[src/rtl/fifo_rr_mux.sv]
// rtl/fifo_rr_mux.sv - per-channel FWFT FIFOs merged onto one stream by a locking round-robin arbiter
//
// Purpose: N_CH independent first-word-fall-through FIFOs, one per producer,
// drained through a single valid/ready output. The arbiter grants the first
// non-empty channel after the last popped one. Once a grant is presented and
// stalled, it is locked until popped or flushed.
//
// Ports:
//   clk, rstn         clock, synchronous active-low reset
//   s_valid/s_ready   per-channel write handshake (N_CH bits each)
//   s_data            packed write data, channel i at [i*WIDTH +: WIDTH]
//   flush             per-channel synchronous clear
//   m_valid/m_ready   output handshake
//   m_data, m_ch      head entry and index of the granted channel
//   occupancy         packed per-channel entry count (LOG_DEPTH+1 bits each)
//   almost_full       per-channel occupancy >= AF_THRESH

module fifo_rr_mux #(
    parameter int WIDTH     = 32,
    parameter int LOG_DEPTH = 2,
    parameter int N_CH      = 4,
    parameter int LOG_N_CH  = 2,
    parameter int AF_THRESH = 3
) (
    input  logic                            clk,
    input  logic                            rstn,
    input  logic [N_CH-1:0]                 s_valid,
    output logic [N_CH-1:0]                 s_ready,
    input  logic [N_CH*WIDTH-1:0]           s_data,
    input  logic [N_CH-1:0]                 flush,
    output logic                            m_valid,
    input  logic                            m_ready,
    output logic [WIDTH-1:0]                m_data,
    output logic [LOG_N_CH-1:0]             m_ch,
    output logic [N_CH*(LOG_DEPTH+1)-1:0]   occupancy,
    output logic [N_CH-1:0]                 almost_full
);

    localparam int DEPTH = 1 << LOG_DEPTH;
    localparam int PTR_W = LOG_DEPTH + 1;
    localparam logic [PTR_W-1:0]    PTR_ONE  = PTR_W'(1);
    localparam logic [PTR_W-1:0]    AF_T     = PTR_W'(AF_THRESH);
    localparam logic [PTR_W-1:0]    DEPTH_P  = PTR_W'(DEPTH);
    localparam logic [LOG_N_CH-1:0] LAST_CH  = LOG_N_CH'(N_CH - 1);

    logic [PTR_W-1:0]    wr_ptr_q [N_CH];
    logic [PTR_W-1:0]    wr_ptr_d [N_CH];
    logic [PTR_W-1:0]    rd_ptr_q [N_CH];
    logic [PTR_W-1:0]    rd_ptr_d [N_CH];
    logic [PTR_W-1:0]    occ      [N_CH];
    logic [WIDTH-1:0]    mem_q    [N_CH][DEPTH];

    logic                lock_q, lock_d;
    logic [LOG_N_CH-1:0] lock_ch_q, lock_ch_d;
    logic [LOG_N_CH-1:0] last_sel_q, last_sel_d;

    logic [N_CH-1:0]     empty, full, wr_en;
    logic [LOG_N_CH-1:0] rr_ch, grant;
    logic                any_cand, pop;

    // Per-channel status; the pointer MSB separates full from empty.
    always_comb begin
        for (int i = 0; i < N_CH; i++) begin
            empty[i] = (wr_ptr_q[i] == rd_ptr_q[i]);
            full[i]  = (wr_ptr_q[i][LOG_DEPTH-1:0] == rd_ptr_q[i][LOG_DEPTH-1:0]) &&
                       (wr_ptr_q[i][LOG_DEPTH] != rd_ptr_q[i][LOG_DEPTH]);
            s_ready[i]     = rstn & ~full[i] & ~flush[i];
            wr_en[i]       = s_valid[i] & s_ready[i];
            occ[i]         = wr_ptr_q[i] - rd_ptr_q[i];
            almost_full[i] = (occ[i] >= AF_T);
            occupancy[i*PTR_W +: PTR_W] = occ[i];
        end
    end

    // Round-robin search starts just after the last popped channel.
    always_comb begin : p_arb
        int   c;
        logic found;
        c        = 0;
        found    = 1'b0;
        rr_ch    = '0;
        any_cand = ~(&empty);
        for (int k = 1; k <= N_CH; k++) begin
            c = (int'(last_sel_q) + k) % N_CH;
            if (!found && !empty[LOG_N_CH'(c)]) begin
                found = 1'b1;
                rr_ch = LOG_N_CH'(c);
            end
        end
        // A stalled grant stays put so the consumer sees a stable beat.
        grant   = lock_q ? lock_ch_q : rr_ch;
        // Never offer a beat from a channel that is being cleared this cycle.
        m_valid = rstn & (any_cand | lock_q) & ~flush[grant];
        m_ch    = m_valid ? grant : '0;
        m_data  = mem_q[grant][rd_ptr_q[grant][LOG_DEPTH-1:0]];
        pop     = m_valid & m_ready;
    end

    always_comb begin
        for (int i = 0; i < N_CH; i++) begin
            wr_ptr_d[i] = wr_ptr_q[i];
            rd_ptr_d[i] = rd_ptr_q[i];
            if (flush[i]) begin
                wr_ptr_d[i] = '0;
                rd_ptr_d[i] = '0;
            end else begin
                if (wr_en[i]) begin
                    wr_ptr_d[i] = wr_ptr_q[i] + PTR_ONE;
                end
                if (pop && (grant == LOG_N_CH'(i))) begin
                    rd_ptr_d[i] = rd_ptr_q[i] + PTR_ONE;
                end
            end
        end
        lock_d     = lock_q;
        lock_ch_d  = lock_ch_q;
        last_sel_d = last_sel_q;
        if (pop) begin
            lock_d     = 1'b0;
            last_sel_d = grant;
        end else if (m_valid) begin
            lock_d    = 1'b1;
            lock_ch_d = grant;
        end else if (lock_q && flush[lock_ch_q]) begin
            lock_d = 1'b0;
        end
    end

    always_ff @(posedge clk) begin
        if (!rstn) begin
            for (int i = 0; i < N_CH; i++) begin
                wr_ptr_q[i] <= '0;
                rd_ptr_q[i] <= '0;
            end
            lock_q     <= 1'b0;
            lock_ch_q  <= '0;
            last_sel_q <= LAST_CH;
        end else begin
            for (int i = 0; i < N_CH; i++) begin
                wr_ptr_q[i] <= wr_ptr_d[i];
                rd_ptr_q[i] <= rd_ptr_d[i];
            end
            lock_q     <= lock_d;
            lock_ch_q  <= lock_ch_d;
            last_sel_q <= last_sel_d;
        end
    end

    // Payload storage needs no reset; pointers define what is valid.
    always_ff @(posedge clk) begin
        for (int i = 0; i < N_CH; i++) begin
            if (wr_en[i]) begin
                mem_q[i][wr_ptr_q[i][LOG_DEPTH-1:0]] <= s_data[i*WIDTH +: WIDTH];
            end
        end
    end

    for (genvar g = 0; g < N_CH; g++) begin : g_chk
        a_no_write_full: assert property (@(posedge clk) disable iff (!rstn)
            !(wr_en[g] && full[g]));
        a_occ_range: assert property (@(posedge clk) disable iff (!rstn)
            occ[g] <= DEPTH_P);
    end

    a_hold_stable: assert property (@(posedge clk) disable iff (!rstn)
        (m_valid && !m_ready && !(|flush)) |=>
        ((|flush) || ($stable(m_ch) && $stable(m_data))));

endmodule
[config.mk]
export PLATFORM = sky130hd
export DESIGN_NAME = fifo_rr_mux
export DESIGN_NICKNAME = d
export VERILOG_FILES = /design/src/rtl/fifo_rr_mux.sv
export SDC_FILE = /design/constraint.sdc
export NUM_CORES = 1
export LEC_CHECK = 0
export CORE_MARGIN = 4
export CORE_UTILIZATION = 25
export CTS_CLUSTER_SIZE = 8
export DETAILED_ROUTE_END_ITERATION = 10
export DONT_BUFFER_PORTS = 1
export GPL_ROUTABILITY_DRIVEN = 0
export HOLD_SLACK_MARGIN = 0.15
export MAX_ROUTING_LAYER = met4
export PLACE_DENSITY = 0.46
export SLEW_MARGIN = 40
export SYNTH_ARGS = -nofsm -noshare
export SYNTH_HDL_FRONTEND = slang
export SYNTH_SLANG_ARGS = --single-unit
[constraint.sdc]
create_clock -name clk -period 7.65 [get_ports clk]
set_input_delay 0 -clock clk [delete_from_list [all_inputs] [get_ports clk]]
set_output_delay 0 -clock clk [all_outputs]
set_load 0.01 [all_outputs]
After elaboration in Yosys (flattened, before gate mapping)
Memories as Yosys holds them, arrays and structs flattened.
Index checks and enable logic that the tools add are counted.
W data, S select, Z words.
{"block": "op_classes", "addsub": 16, "mul": 0, "div": 0, "n_lt_le_gt_ge": 19, "n_eq_ne": 15, "n_shift": 0, "mux": 72, "n_bitwise": 41, "n_reduce_logical": 26}
{"cell": "$mux W128", "count": 4}
{"cell": "$demux W32 S2", "count": 4}
{"cell": "$mux W32", "count": 6}
{"cell": "$mux W3", "count": 24}
{"cell": "$bmux W32 S2", "count": 1}
{"cell": "$add A3 B1 Y3 const B", "count": 8}
{"cell": "$mux W1", "count": 21}
{"cell": "$logic_and A1 B1 Y1", "count": 16}
{"cell": "$lt A2 B4 Y1 const B", "count": 4}
{"cell": "$and A1 B1 Y1", "count": 15}
{"cell": "$ge A3 B3 Y1 const B", "count": 5}
{"cell": "$not A2 Y3", "count": 5}
{"cell": "$bmux W1 S2", "count": 6}
{"cell": "$eq A3 B3 Y1", "count": 4}
{"cell": "$ge A3 B2 Y1 const B", "count": 4}
{"cell": "$lt A3 B1 Y1 const B", "count": 4}
{"cell": "$mux W2", "count": 6}
{"cell": "$not A1 Y1", "count": 12}
{"cell": "$sub A3 B3 Y3", "count": 4}
{"cell": "$or A1 B1 Y1", "count": 9}
{"cell": "$eq A2 B2 Y1", "count": 4}
{"cell": "$lt A2 B3 Y1 const B", "count": 2}
{"cell": "$logic_not A1 Y1", "count": 5}
{"cell": "$add A2 B1 Y2 const B", "count": 2}
{"cell": "other kinds (9)", "count": 14}
{"block": "totals", "reg_bits": 5, "latchBits": 0, "ramBits": 536, "mem_bits_ro": 0, "mem_count": 3}
{"memory": "mem_q", "depth": 4, "width": 128, "read_ports": 1, "rd_ports_with_merged_regs": 0, "wr": 4, "line_no": "51", "source": "logic [WIDTH-1:0] mem_q [N_CH][DEPTH];"}
{"memory": "rd_ptr_q", "depth": 4, "width": 3, "read_ports": 5, "rd_ports_with_merged_regs": 0, "wr": 4, "line_no": "48", "source": "logic [PTR_W-1:0] rd_ptr_q [N_CH];"}
{"memory": "wr_ptr_q", "depth": 4, "width": 3, "read_ports": 4, "rd_ports_with_merged_regs": 0, "wr": 4, "line_no": "46", "source": "logic [PTR_W-1:0] wr_ptr_q [N_CH];"}

Depth between registers and ports, before layout
Gate-level depths: netlist of run 1.
{"block": "depth", "word_depth": 23, "mapped_depth": 13, "ltp_nobuf": 10}

Worst setup path after synthesis of run 1
OpenSTA, ideal clock, no wires.
{"block": "synth_timing", "path_kind": "register -> output", "startpoint": "memory wr_ptr_q[0][0] (netlist bit)", "endpoint": "output m_data[11]", "arrival_ns": 3.196, "required_ns": 7.650, "path_slack_ns": 4.454, "path_stages_with_launch": 14, "n_path_buf": 3, "cell_sequence": "dfxtp_1 -> inv_1 -> ha_1 -> nand2_1 -> or2_1 -> a2111o_1 -> and2_4 -> buf_6 -> a211oi_1 -> buf_2 -> buf_2 -> mux2i_1 -> o2111ai_1 -> or3_1"}
{"item": "from (decl)", "line_no": "46"}
{"item": "to (decl)", "line_no": "33", "source": "output logic [WIDTH-1:0] m_data,"}

==> run metrics, run 1 <==
WP data arrival=5.28 ns; placed cell area=0.0256 mm2; P&R area growth vs syn=23.2%; FF-to-FF End=lock_q$_SDFFE_PP0P_; Worst Tran Pin Value=0.842 ns; XOR/XNOR share of the synthesized area=0.00904; CTS H-tree lvls=3; hold endpoint=mem_q[3][60]$_DFFE_PP_; vias in the first global route=15551; Ports=194; Layout Skew=0.0213 ns; DP HPWL=45.5 mm; Critical Path RT=7.65 ns; Slew headroom=0.439; Post-Synth Simple-Gate Area=0.0546; ratio of cells with drive above 1 in the final layout=0.0792; main combinational cell family by area after synthesis=compound AO/OA/AOI/OAI gates; maximum vdd drop=0.162 mV; Root Driver=clkbuf_16; total setup buffers inserted after CTS=0; finished layout cell area=0.0298 mm2; Cells after DPL=2844; CTS hold repair buffers=214; number of synthesized register bits=541; met3 GRT Util=0.0276; Static Leakage=11.3 nW; Unique masters post-synth=49; Max Root-Sink Buffers=3; Synth Cell Area=0.0242 mm2; input/output buffers=0; r2r setup slk=2.85 ns; synth warn=0; Layout Nets=2043; CTS clk-pin slew, worst paths=0.06 ns; clock period minus worst slack=5.28 ns; # Max-Cap Violations=0; detailed-route via count=15338; ys flop type=edfxtp_1; CTS resizes=0; RSZ-0062 raised after global routing=no; Seq/Total Area, Yosys=0.659; clk_lat worst skew=0.61 ns; Tcrit/Tclk final=0.690; CTS tree=built; Reg2Reg Depth=12; Initial Util=0.253; area leader, netlist=edfxtp_1; Synth top area share=0.635; Core Rows=113; Post-Place Worst Slack=3.07 ns; crit path kind=reg -> out; top cells by area, synth=edfxtp_1 64%, mux2i_1 11%, a2111oi_0 4.7%; Post-synth ARST share=0; EDFF count, synth=512; Crit Path Max Fanout=30; worst hold-check path type=in -> reg; Worst Setup Slack, final=2.37 ns; Tot GR Track Use=0.145; GR peak layer=met2; reg2reg start=wr_ptr_q[2][0]$_SDFFE_PP0P_; core area=0.0956 mm2; final hold vios=0; Hold Path Cell Cnt=1; Worst setup EP type=output pin; via/cell ratio=4.86; met1 Use GR=0.172; final max-slew violation count=0; Non-Filler Instances=3157; drt drc=0; most common cell after layout, fill and taps aside=edfxtp_1; remaining antenna violation count after routing=0; DRT iter0 DRCs=968; chip width=319 um; # fillers=9497; startpoint types=flip-flop; Avg WL per Cell=23.3 um; hold path startpoint=s_data[124]; largest net degree at the start of global routing=125; post-synthesis adder-cell area fraction=0.0178; status=complete, no violations; Pwr Total=6.67 mW; cells after synthesis=1687; first-pass GRT wire length=107 mm; initial antenna violation count=35; most frequent cells in the layout=512 x edfxtp_1, 257 x mux2i_1, 214 x dlygate4sd3_1; multiplexer area fraction after synthesis=0.108; Die Ht=319 um; M2 GR Usage=0.258; Max Clk Rate=0.189 GHz; Final Routed Wirelength=73.7 mm; DR pass1 iterations=5; syn avg cell area=14.4 um2; die area=0.102 mm2; Num CTS Buffers=77; grt total ovfl=0; Final setup viols=0; pwr dens=224 mW/mm2; post-synthesis compound-gate area fraction=0.112; setup TNS=0 ns; clk sinks=541; Post-Syn Nets=1858
## how the worst max path moves through the flow
stage	start	to	slack (ns)	cells past startpoint
5_1_grt	wr_ptr_q[2][0]$_SDFFE_PP0P_	m_data[2]	2.10	12
3_5_place_dp	wr_ptr_q[2][0]$_SDFFE_PP0P_	m_data[3]	3.07	12
4_1_cts	wr_ptr_q[2][0]$_SDFFE_PP0P_	m_data[3]	2.43	12
6_report	wr_ptr_q[2][0]$_SDFFE_PP0P_	m_data[3]	2.37	12
3_3_place_gp	wr_ptr_q[2][0]$_SDFFE_PP0P_	m_data[2]	3.18	12
2_1_floorplan	wr_ptr_q[0][0]$_SDFFE_PP0P_	m_data[11]	4.45	13
## cell families (layout without fill, tap and decap cells)
kind of cell / after synthesis / in the layout
compound gates: 338 / 338
xor+xnor: 25 / 25
fa+ha+maj: 32 / 32
buf+inv: 236 / 431
flops: 541 / 541
mux: 259 / 259
other cells: 0 / 10
simple gates: 256 / 256
## final cells by class
type                    instances  area [um2]  share of cell area
flip-flops and latches        541       16000               0.535
diodes                         10        25.0            0.000839
repair buffers                249        2480              0.0832
clock buffers                  85        1990              0.0667
multi-input cells             910        7370               0.247
well taps                    1265        1580              0.0531
clock inverters                 4        57.6             0.00193
inverters                      93         352              0.0118
## through the flow
step           utilization  hold slack [ns]
3_5_place_dp         0.268           0.0836
3_3_place_gp         0.267           0.0806
6_report             0.312            0.166
4_1_cts              0.312            0.150
5_1_grt              0.312            0.151
2_1_floorplan            -           0.0903
## report_power, final
group	switching (mW)	total (mW)	internal [mW]
logic	0.253	0.393	0.140
clock network	1.19	3.00	1.81
registers	0.00781	3.28	3.27
total	1.45	6.67	5.22
## metal layers
metal	share of wire	up-vias	routed length, um
met4	0.017	0	1270
met5	0	-	0
met3	0.043	122	3170
met1	0.42	7819	30700
li1	-	7018	-
met2	0.52	379	38600
## cell usage after synthesis, types with 32 or more instances
library cell / n
a2111oi_0: 129
or3_1: 34
nand2b_1: 67
nand2_1: 84
mux2i_1: 257
o2111ai_1: 32
inv_1: 92
edfxtp_1: 512
o32ai_1: 32
a211oi_1: 69
buf_2: 34
o22ai_1: 32
clkbuf_1: 102
## registers in the layout, indices dropped and copies added (netlist names)
signal and flops:
last_sel_q 2, lock_q 1, wr_ptr_q 12, mem_q 512, rd_ptr_q 12, lock_ch_q 2
## worst max-delay path, cell delays in order (launching register included)
cell and delay (ns):
dfxtp_1 0.39, inv_1 0.10, ha_1 0.32, and2_1 0.22
a2111oi_0 0.62, or2_2 0.24, o31ai_1 0.11, a211oi_4 0.69
buf_4 0.52, buf_4 0.55, mux2i_1 0.26, o32ai_1 0.10
or3_1 0.48
Power figures use the tool's default switching activity.
==> run 2, diff against run 1 <==
- clock period: 7.65 -> 5 ns (I/O delays scaled with it)
==> run 2 against run 1 <==
Effect of this change:
- worst hold slack gained 0.0067 ns
- combinational power rose by 58%
- die area unchanged
- largest cell class unchanged
- largest power group unchanged
- highest routed layer unchanged
==> run metrics, run 2 (synthesis results as in run 1) <==
status=complete, no violations; crit-path cells=inv_1 -> ha_1 -> nand2_1 -> or2_1 -> a2111o_1 -> and2_4 -> a211oi_4 -> buf_4 -> buf_4 -> mux2i_1 -> o32ai_1 -> or3_1; crit path kind=reg -> out; most common cell after layout, fill and taps aside=edfxtp_1; Root Driver=clkbuf_16; input/output buffers=0; clock period minus worst slack=4.65 ns; Pwr Total=10.3 mW; via/cell ratio=4.84; r2r setup slk=0.42 ns; clk sinks=541; setup TNS=0 ns; Static Leakage=11.4 nW; final hold vios=0; Slew headroom=0.381; Avg WL per Cell=22.9 um; met1 Use GR=0.170; clk_lat worst skew=0.60 ns; CTS H-tree lvls=3; remaining antenna violation count after routing=0; vias in the first global route=15737; Core Rows=113; first-pass GRT wire length=105 mm; hold path startpoint=s_data[60]; RSZ-0062 raised after global routing=no; DP HPWL=46.6 mm; Final Routed Wirelength=73.1 mm; Layout Skew=0.0139 ns; final max-slew violation count=0; WP data arrival=4.65 ns; reg2reg start=wr_ptr_q[2][0]$_SDFFE_PP0P_; Max Root-Sink Buffers=3; Worst setup EP type=output pin; GR peak layer=met2; M2 GR Usage=0.246; final core occ=0.316; die area=0.102 mm2; Reg2Reg Depth=13; pwr dens=341 mW/mm2; Hold Path Cell Cnt=1; Crit Path Max Fanout=15; chip width=319 um; core area=0.0956 mm2; Final setup viols=0; Ports=194; most frequent cells in the layout=512 x edfxtp_1, 257 x mux2i_1, 236 x dlygate4sd3_1; CTS tree=built; Worst Tran Pin Value=0.928 ns; P&R area growth vs syn=24.6%; # fillers=9545; # Max-Cap Violations=0; Critical Path RT=5.00 ns; Worst path most repeated cell=buf_4; CTS clk-pin slew, worst paths=0.05 ns; maximum vdd drop=0.188 mV; CP max-delay cell=a211oi_4; hold endpoint=mem_q[1][124]$_DFFE_PP_; DR pass1 iterations=5; met3 GRT Util=0.0292; largest net degree at the start of global routing=189; grt total ovfl=0; FF-to-FF End=rd_ptr_q[2][2]$_SDFFE_PP0P_; Num CTS Buffers=77; Die Ht=319 um; Tot GR Track Use=0.143; worst hold-check path type=in -> reg; Layout Nets=2070; startpoint types=flip-flop; DRT iter0 DRCs=959; ratio of cells with drive above 1 in the final layout=0.0801; Max Clk Rate=0.215 GHz; slowest stage delay, CP=0.51 ns; detailed-route via count=15412; drt drc=0; Initial Util=0.253; Largest register FFs=512; total setup buffers inserted after CTS=0; Tcrit/Tclk final=0.930; initial antenna violation count=17
==> run 2: cell count changes in the layout (fill, tap and decap cells not counted), sizes merged <==
cell	delta
dlygate4sd3	+22
buf	+6
==> run 2: how the worst max path moves through the flow <==
stage,from,end,slack [ns],cells after the start
after floorplan,wr_ptr_q[0][0]$_SDFFE_PP0P_,m_data[11],1.80,13
after global placement,rd_ptr_q[0][1]$_SDFFE_PP0P_,m_data[2],0.88,11
after detailed placement,wr_ptr_q[1][0]$_SDFFE_PP0P_,m_data[19],0.84,11
after CTS,wr_ptr_q[1][0]$_SDFFE_PP0P_,m_data[19],0.15,11
after global routing,wr_ptr_q[2][0]$_SDFFE_PP0P_,rd_ptr_q[2][2]$_SDFFE_PP0P_,0.05,13
final,wr_ptr_q[0][0]$_SDFFE_PP0P_,m_data[27],0.35,12
==> run 2: what timing repair did <==
item,in CTS,in global routing
hold endpoints to repair,933,0
setup endpoints to repair,0,1
gates resized for setup,0,1
hold buffers,236,0
==> run 2: stage by stage <==
step                setup WS [ns]  cell area, um2  hold WS (ns)  cells
global placement            0.877           25700        0.0821   2849
CTS                         0.145           30100         0.153   3175
finish                      0.352           30200         0.173   3185
floorplan                    1.80           24200        0.0903   1687
global route               0.0522           30200         0.164   3185
detailed placement          0.840           25700        0.0834   2849
==> run 2: layout make-up <==
cell class / instances / area (um2) / area share
multi-input cells: 910 / 7400 / 0.245
flip-flops and latches: 541 / 16000 / 0.529
well taps: 1265 / 1580 / 0.0525
inverters: 93 / 349 / 0.0116
repair buffers: 276 / 2780 / 0.0920
clock buffers: 86 / 2020 / 0.0671
clock inverters: 4 / 48.8 / 0.00162
diodes: 10 / 25.0 / 0.000829
==> run 2: power breakdown <==
| part | internal, mW | leakage, nW | switching (mW) |
|---|---|---|---|
| clock | 2.82 | 1.02 | 1.82 |
| sequential | 5.01 | 4.86 | 0.0122 |
| combinational | 0.233 | 5.54 | 0.388 |
| total | 8.06 | 11.4 | 2.22 |
==> run 2: critical path: cells and delay by family, from the launching register on <==
family,cells,cell delay [ns]
AOI/OAI and AO/OA,3,1.11
adders and majority gates,1,0.32
buffers and inverters,3,0.80
DFF,1,0.40
muxes,1,0.29
and+or+nand+nor,4,1.12
==> run 2: layer usage <==
| metal | wire, um | up-vias |
|---|---|---|
| met5 | 0 | - |
| met4 | 1950 | 0 |
| met3 | 3220 | 119 |
| met2 | 36900 | 345 |
| met1 | 31000 | 7899 |
| li1 | - | 7049 |
==> run 3, diff against run 2 <==
- PLACE_DENSITY: 0.46 -> unset
- PLACE_DENSITY_LB_ADDON: unset -> 0.1
==> run 3 against run 2 <==
Effect of this change:
- clock skew grew 0.017 ns
- cell count grew 0.88%
- flip-flop and latch count is the same
- die area is the same
- critical endpoint is now lock_ch_q[0]$_SDFFE_PN0P_
- largest cell class unchanged
- combinational power grew 5.2%
- utilization grew 0.36 points
- worst setup slack lost 0.071 ns
- sequential share of layout area shrank 0.60 points
==> run metrics, run 3 (synthesis results as in run 1) <==
Core Rows=113; finished layout cell area=0.0305 mm2; pwr dens=342 mW/mm2; DP HPWL=48.8 mm; Register Area=0.0160 mm2; ratio of cells with drive above 1 in the final layout=0.0850; maximum vdd drop=0.271 mV; initial antenna violation count=12; final hold vios=0; Worst Tran Pin Value=0.806 ns; Layout Nets=2097; Max Root-Sink Buffers=3; Comb power frac=0.063; Layout Skew=0.0306 ns; Crit Path Max Fanout=14; total setup buffers inserted after CTS=0; Die Ht=319 um; startpoint types=flip-flop; Max Clk Rate=0.212 GHz; placed cell area=0.0257 mm2; RSZ-0062 raised after global routing=no; Largest register FFs=512; Worst Setup Slack, final=0.281 ns; Avg WL per Cell=24.3 um; WHS=0.178 ns; WL met1=33.3 mm; Final setup viols=0; worst hold-check path type=in -> reg; Sequential Power Share=0.481; Tot GR Track Use=0.155; clk sinks=541; Final Routed Wirelength=78.1 mm; P&R area growth vs syn=26.0%; routed wl met2=38.8 mm; Post-Place Worst Slack=0.819 ns; chip width=319 um; grt total ovfl=0; die area=0.102 mm2; core area=0.0956 mm2; first-pass GRT wire length=113 mm; internal power=8.08 mW; drt drc=0; vias in the first global route=16197; clock share of power=0.457; Initial Util=0.253; detailed-route via count=15474; Num CTS Buffers=78; WP data arrival=5.29 ns; CTS clk-pin slew, worst paths=0.06 ns; clk_lat worst skew=0.63 ns; Critical Path RT=5.57 ns; most common cell after layout, fill and taps aside=edfxtp_1; Slew headroom=0.463; Worst setup EP type=flip-flop; # fillers=9564; input/output buffers=0; Ports=194; CTS tree=built; Root Driver=clkbuf_16; final max-slew violation count=0; r2r setup slk=0.28 ns; Switching Fraction=0.227; status=complete, no violations; DR pass1 iterations=5; setup TNS=0 ns; largest net degree at the start of global routing=193; clock period minus worst slack=4.72 ns; Tcrit/Tclk final=0.944; via/cell ratio=4.82; Static Leakage=11.6 nW; remaining antenna violation count after routing=0; P_sw=2.37 mW; DRT iter0 DRCs=927; CTS H-tree lvls=3; Multi-input gate area=0.00744 mm2; crit path kind=reg -> reg; # Max-Cap Violations=0; top layer used by detailed routing=met4; metal3 WL=3.35 mm; most frequent cells in the layout=512 x edfxtp_1, 260 x dlygate4sd3_1, 257 x mux2i_1
-- run 3: cell types whose count changed in the layout (fill, tap and decap cells not counted), moves of 2 or more --
cell           previous run  this run
a2111oi_1                 4         1
a2111oi_2                 0         4
and3_2                    9         7
and3_4                    4         6
buf_4                    29        31
diode_2                  10         7
dlygate4sd3_1           236       260
-- run 3: worst paths after layout --
kind	startpoint	endpoint	cells after the start
worst min register to register	rd_ptr_q[2][1]$_SDFFE_PP0P_	rd_ptr_q[2][1]$_SDFFE_PP0P_	2
worst max register to register	wr_ptr_q[2][0]$_SDFFE_PP0P_	lock_ch_q[0]$_SDFFE_PN0P_	12
worst max-delay path	wr_ptr_q[2][0]$_SDFFE_PP0P_	lock_ch_q[0]$_SDFFE_PN0P_	12
worst min-delay path	s_data[111]	mem_q[3][47]$_DFFE_PP_	1
-- run 3: critical path, cell delays in order (launching register included) --
cell	delay [ns]
dfxtp_1	0.38
inv_1	0.10
ha_1	0.30
and2_1	0.23
a2111oi_1	0.48
nor3_1	0.18
a21oi_4	0.27
a21o_2	0.38
mux4_2	0.61
dlygate4sd3_1	0.70
nor3_2	0.18
dlygate4sd3_1	0.64
mux2i_1	0.19
-- run 3: final cells by class --
class | count | share of cell area
Sequential cell | 541 | 0.523
Multi-Input combinational cell | 910 | 0.244
Timing Repair Buffer | 302 | 0.0998
Clock buffer | 87 | 0.0661
Tap cell | 1265 | 0.0519
Inverter | 93 | 0.0114
Clock inverter | 8 | 0.00320
Antenna cell | 7 | 0.000574
-- run 3: power by group through the flow --
| stage | registers (mW) | logic, mW | clock network [mW] |
|---|---|---|---|
| 3_5_place_dp | 5.11 | 0.437 | 0 |
| 2_1_floorplan | 5.10 | 0.268 | 0 |
| 6_report | 5.02 | 0.653 | 4.77 |
| 5_1_grt | 5.02 | 0.709 | 5.12 |
| 3_3_place_gp | 5.11 | 0.431 | 0 |
| 4_1_cts | 5.02 | 0.670 | 4.94 |
-- run 3: per-stage QoR --
step / power (mW) / std cells / utilization
CTS: 10.6 / 3205 / 0.319
detailed placement: 5.54 / 2850 / 0.269
global route: 10.8 / 3211 / 0.319
finish: 10.4 / 3213 / 0.319
global placement: 5.54 / 2850 / 0.269
floorplan: 5.37 / 1687 / -
-- run 3: timing repair --
action                                  CTS  global route
resized for setup                         0             2
endpoints found under the hold margin   913             0
hold buffers                            260             0
endpoints found under the setup margin    0             2
-- run 3: routing by layer --
layer  global-route usage  up-vias
li1                     -     7101
met1                0.187     7890
met2                0.260      348
met3               0.0294      135
met4               0.0537        0
met5                    -        -
